## src/rtl/pipe_pkg.sv

```systemverilog
// pipe_pkg: constants, FSM state type and lane helpers shared by the PIPE MAC transmit path.
// Optional feature: define PIPE_MAC_TX_SKP_EN to add the SKP state and ordered-set constants.
package pipe_pkg;

   localparam logic [7:0] K28_5    = 8'hBC;  // COM
   localparam logic [7:0] K28_0    = 8'h1C;  // SKP
   localparam logic [7:0] IDLE_SYM = 8'h00;

   localparam logic [5:0] DBW_8  = 6'd8;
   localparam logic [5:0] DBW_16 = 6'd16;
   localparam logic [5:0] DBW_32 = 6'd32;

`ifdef PIPE_MAC_TX_SKP_EN
   typedef enum logic [1:0] {IDLE, DATA, SKP} pipe_state_t;

   // COM first in lane 0, then three SKP symbols, all K
   localparam logic [31:0] SKP_OS_WORD = {K28_0, K28_0, K28_0, K28_5};
   localparam logic [3:0]  SKP_OS_K    = 4'hF;
`else
   typedef enum logic [1:0] {IDLE, DATA} pipe_state_t;
`endif

   typedef struct packed {
      logic [31:0] data;
      logic [3:0]  k;
   } lane_chunk_t;

   // lanes per PCLK for a DataBusWidth code; unknown codes fall back to one byte
   function automatic logic [2:0] lanes_of(input logic [5:0] dbw);
      logic [2:0] l;
      case (dbw)
         DBW_8:   l = 3'd1;
         DBW_16:  l = 3'd2;
         DBW_32:  l = 3'd4;
         default: l = 3'd1;
      endcase
      return l;
   endfunction

   // index of the final chunk of a 4-byte unit at the given lane count
   function automatic logic [1:0] last_idx(input logic [2:0] lanes);
      logic [1:0] li;
      case (lanes)
         3'd4:    li = 2'd0;
         3'd2:    li = 2'd1;
         default: li = 2'd3;
      endcase
      return li;
   endfunction

   // chunk idx of a 4-byte unit, placed in the low lanes with unused lanes zeroed
   function automatic lane_chunk_t chunk_of(input logic [31:0] word, input logic [3:0] k,
                                            input logic [1:0] idx, input logic [2:0] lanes);
      lane_chunk_t c;
      logic [31:0] dsh;
      logic [3:0]  ksh;
      c = '0;
      case (lanes)
         3'd4: begin
            c.data = word;
            c.k    = k;
         end
         3'd2: begin
            dsh    = word >> {idx, 4'b0000};
            ksh    = k >> {idx, 1'b0};
            c.data = {16'h0000, dsh[15:0]};
            c.k    = {2'b00, ksh[1:0]};
         end
         default: begin
            dsh    = word >> {idx, 3'b000};
            ksh    = k >> idx;
            c.data = {24'h000000, dsh[7:0]};
            c.k    = {3'b000, ksh[0]};
         end
      endcase
      return c;
   endfunction

endpackage

```

## src/rtl/pipe_skp_timer.sv

```systemverilog
// pipe_skp_timer: saturating transmitted-symbol counter that requests a SKP ordered set.
// Only instantiated when PIPE_MAC_TX_SKP_EN is defined.
module pipe_skp_timer #(
   parameter int SKP_INTERVAL = 1180
) (
   input  logic       clk,
   input  logic       rst,
   input  logic [2:0] inc,
   input  logic       clr,
   output logic       pending
);

   localparam int unsigned CW    = $clog2(SKP_INTERVAL + 1);
   localparam logic [CW-1:0] LIMIT = CW'(SKP_INTERVAL);

   logic [CW-1:0] cnt_q, cnt_d;
   logic [CW:0]   sum;

   // add the symbols loaded this cycle, saturating at the interval; clear wins
   always_comb begin
      sum = {1'b0, cnt_q} + (CW+1)'(inc);
      if (clr) begin
         cnt_d = '0;
      end else if (sum >= {1'b0, LIMIT}) begin
         cnt_d = LIMIT;
      end else begin
         cnt_d = sum[CW-1:0];
      end
   end

   // symbol counter register
   always_ff @(posedge clk or posedge rst) begin
      if (rst) begin
         cnt_q <= '0;
      end else begin
         cnt_q <= cnt_d;
      end
   end

   assign pending = (cnt_q == LIMIT);

endmodule

```

## src/rtl/pipe_mac_tx.sv

```systemverilog
// pipe_mac_tx: serialises 32-bit link-layer words onto a 1/2/4-lane PIPE TX bus,
// filling gaps with logical idle. Define PIPE_MAC_TX_SKP_EN to insert SKP ordered
// sets every SKP_INTERVAL transmitted symbols.
module pipe_mac_tx
   import pipe_pkg::*;
#(
   parameter int SKP_INTERVAL = 1180
) (
   input  logic        PCLK,
   input  logic        Rst,
   input  logic [5:0]  DataBusWidth,
   input  logic [31:0] Tx_Word,
   input  logic [3:0]  Tx_WordK,
   input  logic        Tx_Valid,
   output logic        Tx_Ready,
   output logic [31:0] MAC_TX_Data,
   output logic [3:0]  MAC_TX_DataK,
   output logic        MAC_Data_En
);

   pipe_state_t state_q, state_d;
   logic [31:0] word_q, word_d;
   logic [3:0]  wordk_q, wordk_d;
   logic [1:0]  idx_q, idx_d;
   logic [2:0]  lanes_q, lanes_d;
   logic [31:0] data_q, data_d;
   logic [3:0]  datak_q, datak_d;
   logic        en_q, en_d;
   logic        run_q, run_d;
   logic        unit_done, ready, accept;
   lane_chunk_t chunk;

`ifdef PIPE_MAC_TX_SKP_EN
   logic        skp_pending, skp_clr;

   pipe_skp_timer #(
      .SKP_INTERVAL(SKP_INTERVAL)
   ) u_skp_timer (
      .clk    (PCLK),
      .rst    (Rst),
      .inc    (lanes_d),
      .clr    (skp_clr),
      .pending(skp_pending)
   );
`else
   // The interval only sizes the SKP timer, which this build does not contain.
   if (SKP_INTERVAL < 1) begin : g_interval_unused
   end
`endif

   // the unit on the bus ends this cycle: idle is one chunk, words and ordered sets end on their last chunk
   always_comb begin
      unit_done = (state_q == IDLE) || (idx_q == last_idx(lanes_q));
`ifdef PIPE_MAC_TX_SKP_EN
      ready     = run_q && unit_done && !skp_pending;
`else
      ready     = run_q && unit_done;
`endif
      accept    = Tx_Valid && ready;
   end

   // state register: FSM state, held word, chunk index and latched lane count
   always_ff @(posedge PCLK or posedge Rst) begin
      if (Rst) begin
         state_q <= IDLE;
         word_q  <= '0;
         wordk_q <= '0;
         idx_q   <= '0;
         lanes_q <= 3'd1;
      end else begin
         state_q <= state_d;
         word_q  <= word_d;
         wordk_q <= wordk_d;
         idx_q   <= idx_d;
         lanes_q <= lanes_d;
      end
   end

   // next state: step through the current unit, choose the next one at a boundary (SKP beats a new word)
   always_comb begin
      state_d = state_q;
      word_d  = word_q;
      wordk_d = wordk_q;
      idx_d   = idx_q + 2'd1;
      lanes_d = lanes_q;
      if (unit_done) begin
         lanes_d = lanes_of(DataBusWidth);
         idx_d   = '0;
         state_d = IDLE;
         word_d  = '0;
         wordk_d = '0;
         if (accept) begin
            state_d = DATA;
            word_d  = Tx_Word;
            wordk_d = Tx_WordK;
         end
`ifdef PIPE_MAC_TX_SKP_EN
         if (skp_pending) begin
            state_d = SKP;
         end
`endif
      end
`ifdef PIPE_MAC_TX_SKP_EN
      // counter restarts as the final chunk of the ordered set is loaded
      skp_clr = (state_d == SKP) && (idx_d == last_idx(lanes_d));
`endif
   end

   // outputs: lane contents of the chunk being loaded for the next cycle
   always_comb begin
      chunk = chunk_of({4{IDLE_SYM}}, 4'h0, idx_d, lanes_d);
      case (state_d)
         DATA: chunk = chunk_of(word_d, wordk_d, idx_d, lanes_d);
`ifdef PIPE_MAC_TX_SKP_EN
         SKP:  chunk = chunk_of(SKP_OS_WORD, SKP_OS_K, idx_d, lanes_d);
`endif
         default: ;
      endcase
      data_d  = chunk.data;
      datak_d = chunk.k;
      en_d    = 1'b1;
      run_d   = 1'b1;
   end

   // registered PHY-side outputs and the post-reset run flag
   always_ff @(posedge PCLK or posedge Rst) begin
      if (Rst) begin
         data_q  <= '0;
         datak_q <= '0;
         en_q    <= 1'b0;
         run_q   <= 1'b0;
      end else begin
         data_q  <= data_d;
         datak_q <= datak_d;
         en_q    <= en_d;
         run_q   <= run_d;
      end
   end

   assign Tx_Ready     = ready;
   assign MAC_TX_Data  = data_q;
   assign MAC_TX_DataK = datak_q;
   assign MAC_Data_En  = en_q;

endmodule

```

## config.mk

```make
export PLATFORM = sky130hd
export DESIGN_NAME = pipe_mac_tx
export DESIGN_NICKNAME = d
export VERILOG_FILES = /design/src/rtl/pipe_pkg.sv /design/src/rtl/pipe_skp_timer.sv /design/src/rtl/pipe_mac_tx.sv
export SDC_FILE = /design/constraint.sdc
export NUM_CORES = 1
export LEC_CHECK = 0
export ABC_AREA = 1
export CORE_ASPECT_RATIO = 1.1
export CORE_MARGIN = 2
export CORE_UTILIZATION = 30
export CTS_CLUSTER_DIAMETER = 60
export DETAILED_ROUTE_END_ITERATION = 7
export SYNTH_ARGS = -nofsm -noshare
export SYNTH_HDL_FRONTEND = slang
export SYNTH_SLANG_ARGS = --single-unit
export TNS_END_PERCENT = 1
```

## constraint.sdc

```tcl
create_clock -name PCLK -period 4.7 [get_ports PCLK]
set_clock_uncertainty 0.1 [all_clocks]
set_input_delay 0.705 -clock PCLK [delete_from_list [all_inputs] [get_ports PCLK]]
set_output_delay 0.705 -clock PCLK [all_outputs]
set_load 0.03 [all_outputs]
```

==> impl_metrics.tcl, run 1 <==
set metrics [dict create \
    status "finished with violations" \
    violations "DRC" \
    cap_violations 0 \
    vias 3627 \
    drc 8 \
    area_growth_pct 32.3 \
    seq_area_frac_synth_pct 50.8 \
    regToRegSetupSlack_ns 1.41 \
    clockRootBuffer "clkbuf_16" \
    final_antenna_net_count 0 \
    dp.cells 706 \
    cp.required_ns 3.89 \
    row_count 43 \
    fin_util_pct 41.0 \
    fin_ws_ns 0.818 \
    endpoint_kind "output pin" \
    cp_slowest_cell "clkdlybuf4s50_1" \
    async_flop_share_pct 100 \
    final_layout_size_suffix_gt1_share_pct 9.03 \
    cp-start-kind "register" \
    place.gp.congestion 0.890 \
    ys_types 29 \
    power_density_mw_per_mm2 354 \
    h-tree-depth 3 \
    setup_tns_ns 0 \
    synth_cells 486 \
    fmax_mhz 258 \
    wl_per_cell_um 16.0 \
    power_frac_comb_pct 17.9 \
    clk_pin_slew_ns 0.06 \
    rsz0062_at_grt "false" \
    post-route-min-period_ns 3.88 \
    vias_per_cell 5.02 \
    arrival_ns 3.08 \
    hp-class "reg -> reg" \
    cts_setup_buffers 0 \
    p_switching_mw 0.505 \
    power.share.sequential_pct 39.7 \
    totalWireLength_um 11500 \
    finalSetupViolCount 0 \
    crit_fanout 52 \
    ioPinCount 83 \
    final_cells 722 \
    cts_buffers 9 \
    ys_top_cells_by_count "nand2_1 (130), nand3_1 (81), dfrtp_1 (79)" \
    yosys.area.top_type "dfrtp_1" \
    start_util_pct 31.0 \
    sw_frac_of_total_pct 27.3 \
    final.period_utilization_pct 82.6 \
    fp.dieH_um 124 \
    ys_seq_elements 80 \
    cpPeakStageDelay_ns 0.69 \
    pwr-share-clk_pct 42.4 \
    antenna_found_initial 0 \
    grt_pass1_vias 3545 \
    grt_max_degree 53 \
    synth.area.top_cells "dfrtp_1 (50%), nand2_1 (12%), nand3_1 (10%), nand4_1 (7.1%), inv_1 (4.6%)" \
    p_leak_nw 2.56 \
    worst_slew_pin_slew_ns 0.675 \
    cts_max_path_buffers 2 \
    syn_area_mm2 0.00394 \
    pre_cts_slack_ns 1.20 \
    track_usage_pct 17.3 \
    syn_area_per_cell_um2 8.11 \
    ys_warn_count 0 \
    hold_viol 0 \
    n_antenna_cell 0 \
    p_int_mw 1.34 \
    place.detailed.hpwl_um 8240 \
    slew_viol_final 0 \
    peakVddDrop_mv 0.158 \
    die_area_mm2 0.0141 \
    grt_pass1_wl_um 18300 \
    ys.flop_type "dfrtp_1" \
    cts_tree "done" \
    cts_resized 0 \
    slew_headroom_pct 55.0 \
    post-synth-top-count-cell "nand2_1" \
    crit_path_cell_trace "inv_1, nand3_1, nand2_1, nand2_2, nand3_4, nand2_4, inv_2, nor2_1, clkdlybuf4s50_1" \
    cts_sinks 80 \
    grt_overflow 0 \
    critPathKind "reg -> out" \
    synth-edff-count 0 \
    io_buffers 82 \
    syn-num-nets 531 \
    firstDrtPassIters 7 \
    drtIter0Drc 246 \
    final_nets 605 \
    clock_latency_ns 0.34 \
    core-area_mm2 0.0127 \
    synth_top_area_share_pct 50.2 \
    holdBufCountCts 0 \
    dieWidth_um 113 \
]
==> metal layers <==
layer / vias to the layer above / part of all wire, % / global-route usage [%]
met5: - / 0 / 0
met4: 0 / 2.8 / 7.47
met3: 26 / 6.8 / 4.09
met2: 140 / 49 / 28.3
met1: 1706 / 42 / 22.0
li1: 1755 / - / -
==> state kept, by name, summed over array words and instances (netlist names) <==
register	count
state_q	2
wordk_q	4
MAC_TX_DataK	4
lanes_q	3
idx_q	2
run_q	1
word_q	32
MAC_TX_Data	32
==> final cells by class <==
class	count	area, µm²
multi-input combinational	326	1600
fill	1273	7490
sequential	80	2000
timing repair buffer	87	858
inverter	56	213
tap	157	196
clock buffer	12	267
clock inverter	4	75.1
==> power groups by stage <==
stage	registers [mW]	logic, mW	clock network, mW
after detailed placement	0.745	0.329	0
after global placement	0.744	0.325	0
after floorplan	0.757	0.202	0
after CTS	0.733	0.331	0.799
after global routing	0.736	0.366	0.829
final	0.733	0.331	0.783
==> path summary, 6_finish.rpt <==
| path | endpoint | startpoint | depth (start not counted) |
|---|---|---|---|
| min in group asynchronous | MAC_TX_Data[14]$_DFF_PP0_ | Rst | 2 |
| hold reg to reg | word_q[6]$_DFF_PP0_ | word_q[6]$_DFF_PP0_ | 2 |
| setup reg to reg | MAC_TX_Data[15]$_DFF_PP0_ | lanes_q[0]$_DFF_PP1_ | 12 |
| setup / recovery | Tx_Ready | lanes_q[0]$_DFF_PP1_ | 9 |
| max in group asynchronous | wordk_q[0]$_DFF_PP0_ | Rst | 3 |
| hold / removal | word_q[6]$_DFF_PP0_ | word_q[6]$_DFF_PP0_ | 2 |
==> cell families after synthesis <==
logic type,Yosys count,synth area share (%)
and+or+nand+nor,286,35.3
AOI/OAI and AO/OA,38,4.92
xor gates and xnor gates,1,0.222
buffers and inverters,80,8.57
other,1,0.0952
DFF,80,50.8
==> critical path, delay by kind of cell (launching register included) <==
kind	cells	cell delay (ns)
buffers and inverters	3	1.20
DFF	1	0.54
and+or+nand+nor	6	0.95
==> metrics by stage <==
step                      hold WS (ns)  total power, mW  cell area (µm²)
after floorplan                  0.365            0.959             3940
after global placement           0.389             1.07             4870
after detailed placement         0.391             1.07             4870
after CTS                        0.406             1.86             5210
after global routing             0.441             1.93             5210
final                            0.404             1.85             5210
==> layout by cell type, fill, tap and decap left out, drive strengths merged <==
cell and n:
buf 5, clkdlybuf4s50 82, dfrtp 79, nand3 82, clkinv 1, xor2 1, o21ai 28, clkbuf 12
inv 55, nor3 1, a21oi 10, nand4 45, dfstp 1, conb 1, clkinvlp 2, or2 1
nand2 138, bufinv 2, nor2 19
Note: power is estimated with default switching activity, not from simulation.
==> run 2: changes to the inputs <==
clock period = 4.05 ns   (was 4.7 ns; I/O delays follow)
==> run 2 against run 1 <==
  * The run still ends with DRC left
  * Critical path type unchanged
  * Highest routed layer unchanged
  * Utilization is 0.22 points lower
  * Via count is 0.41% higher
  * Clock-buffer cell count stayed put
  * Hold slack hardly changed
  * Clock power is 2% higher
  * Setup slack better by 0.11 ns
  * Global-route usage is 0.65 points higher
  * Register-to-register slack worse by 0.35 ns
  * Critical path depth stayed put
  * Critical endpoint unchanged
==> impl_metrics.tcl, run 2 (synthesis gave the netlist of run 1 again) <==
set metrics [dict create \
    status "finished with violations" \
    violations "DRC" \
    row_count 43 \
    holdBufCountCts 0 \
    power_density_mw_per_mm2 393 \
    finalSetupViolCount 0 \
    h-tree-depth 3 \
    cts_sinks 80 \
    clock_latency_ns 0.34 \
    fmax_mhz 321 \
    hp-class "reg -> reg" \
    final_area_mm2 0.00518 \
    area_growth_pct 31.6 \
    final_cells 725 \
    slew_headroom_pct 59.0 \
    clockRootBuffer "clkbuf_16" \
    fp.dieH_um 124 \
    pwr-share-clk_pct 39.2 \
    path_delay_family "buffers and inverters" \
    met1_usage_pct 23.0 \
    grt_max_degree 48 \
    dp.cells 709 \
    rsz0062_at_grt "false" \
    cts_setup_buffers 0 \
    place.detailed.hpwl_um 8680 \
    vias_per_cell 5.02 \
    crit_buf_inv 3 \
    busiest_layer "met2" \
    io_buffers 82 \
    start_util_pct 31.0 \
    place.gp.congestion 0.919 \
    wl_per_cell_um 16.1 \
    cts_max_path_buffers 2 \
    grt_pass1_vias 3706 \
    cpPeakStageDelay_ns 0.69 \
    arrival_ns 2.41 \
    grt_pass1_wl_um 19200 \
    cts_tree "done" \
    ff2ff_path_depth 13 \
    crit_fanout 21 \
    final_antenna_net_count 0 \
    drtIter0Drc 271 \
    cp-start-kind "register" \
    sw_frac_of_total_pct 28.7 \
    p_int_mw 1.45 \
    n_antenna_cell 0 \
    firstDrtPassIters 7 \
    final_layout_size_suffix_gt1_share_pct 8.98 \
    met3_usage_pct 4.04 \
    p_leak_nw 2.55 \
    cp_slowest_cell "clkdlybuf4s50_1" \
    antenna_found_initial 0 \
    cap_violations 0 \
    grt_overflow 0 \
    post-route-min-period_ns 3.12 \
    cts_resized 0 \
    holdWs_ns 0.404 \
    endpoint_kind "output pin" \
    ioPinCount 83 \
    fillers 1272 \
    core-area_mm2 0.0127 \
    fin_util_pct 40.8 \
    crit_cells 9 \
    power.share.sequential_pct 41.8 \
    track_usage_pct 17.9 \
    cp.required_ns 3.34 \
    cts_buffers 9 \
    final_cell_mix "nand2_1 (130), clkdlybuf4s50_1 (82), nand3_1 (81)" \
    peakVddDrop_mv 0.225 \
    dieWidth_um 113 \
    met2_usage_pct 29.6 \
    setup_tns_ns 0 \
    totalWireLength_um 11700 \
    hold_depth 2 \
    placed_area_mm2 0.00489 \
    final_nets 608 \
    power_frac_comb_pct 19.0 \
    clk_pin_slew_ns 0.06 \
    vias 3642 \
    critPathKind "reg -> out" \
    p_switching_mw 0.585 \
    final_common_cell "nand2_1" \
    die_area_mm2 0.0141 \
    worst_slew_pin_slew_ns 0.612 \
    drc 8 \
    slew_viol_final 0 \
    hold_viol 0 \
    crit_path_cell_trace "inv_1, nand3_1, nand2_1, nand2_2, nand3_4, nand2_4, inv_2, nor2_1, clkdlybuf4s50_1" \
    final.period_utilization_pct 77.0 \
]
==> run 2: cell types whose count changed in the layout (fill, tap and decap cells not counted), sizes merged <==
| cell | previous run | this run |
|---|---|---|
| bufinv | 2 | 1 |
| buf | 5 | 8 |
| clkinv | 1 | 3 |
| clkinvlp | 2 | 1 |
==> run 2: path summary, 6_finish.rpt <==
| check | from | to | slack (ns) |
|---|---|---|---|
| worst max register to register | lanes_q[0]$_DFF_PP1_ | MAC_TX_DataK[2]$_DFF_PP0_ | 1.06 |
| min in group asynchronous | Rst | MAC_TX_Data[10]$_DFF_PP0_ | 0.54 |
| worst min-delay path | word_q[6]$_DFF_PP0_ | word_q[6]$_DFF_PP0_ | 0.40 |
| max in group asynchronous | Rst | lanes_q[0]$_DFF_PP1_ | 2.46 |
| worst max-delay path | lanes_q[0]$_DFF_PP1_ | Tx_Ready | 0.93 |
| worst min register to register | word_q[6]$_DFF_PP0_ | word_q[6]$_DFF_PP0_ | 0.40 |
==> run 2: tightest hold or removal path: stages (launching register included) <==
cell	delay, ns
dfrtp_1	0.32
nand2_1	0.06
nand2_1	0.08
==> run 2: layer usage <==
layer | up-vias | routed length [µm] | part of all wire, %
met1 | 1699 | 5080 | 43
li1 | 1767 | - | -
met3 | 22 | 742 | 6.3
met5 | - | 0 | 0
met2 | 154 | 5550 | 47
met4 | 0 | 330 | 2.8
==> run 2: metrics by stage <==
| stage | setup WS (ns) | total power [mW] |
|---|---|---|
| floorplan | 1.29 | 1.11 |
| finish | 0.931 | 2.04 |
| global route | 0.762 | 2.13 |
| CTS | 0.937 | 2.06 |
| global placement | 1.09 | 1.25 |
| detailed placement | 1.09 | 1.25 |
==> run 2: area by class of cell <==
type	instances	area [µm²]	share of cell area, %
Clock buffer	12	236	4.56
Clock inverter	4	55.1	1.06
Inverter	56	213	4.10
Multi-Input combinational cell	326	1600	30.8
Sequential cell	80	2000	38.6
Tap cell	157	196	3.79
Timing Repair Buffer	90	881	17.0
==> run 2: power groups by stage <==
stage,Combinational [mW],Clock (mW),Sequential (mW)
after global routing,0.429,0.850,0.856
final,0.387,0.798,0.852
after CTS,0.387,0.819,0.852
after detailed placement,0.385,0,0.866
after global placement,0.382,0,0.865
after floorplan,0.234,0,0.879
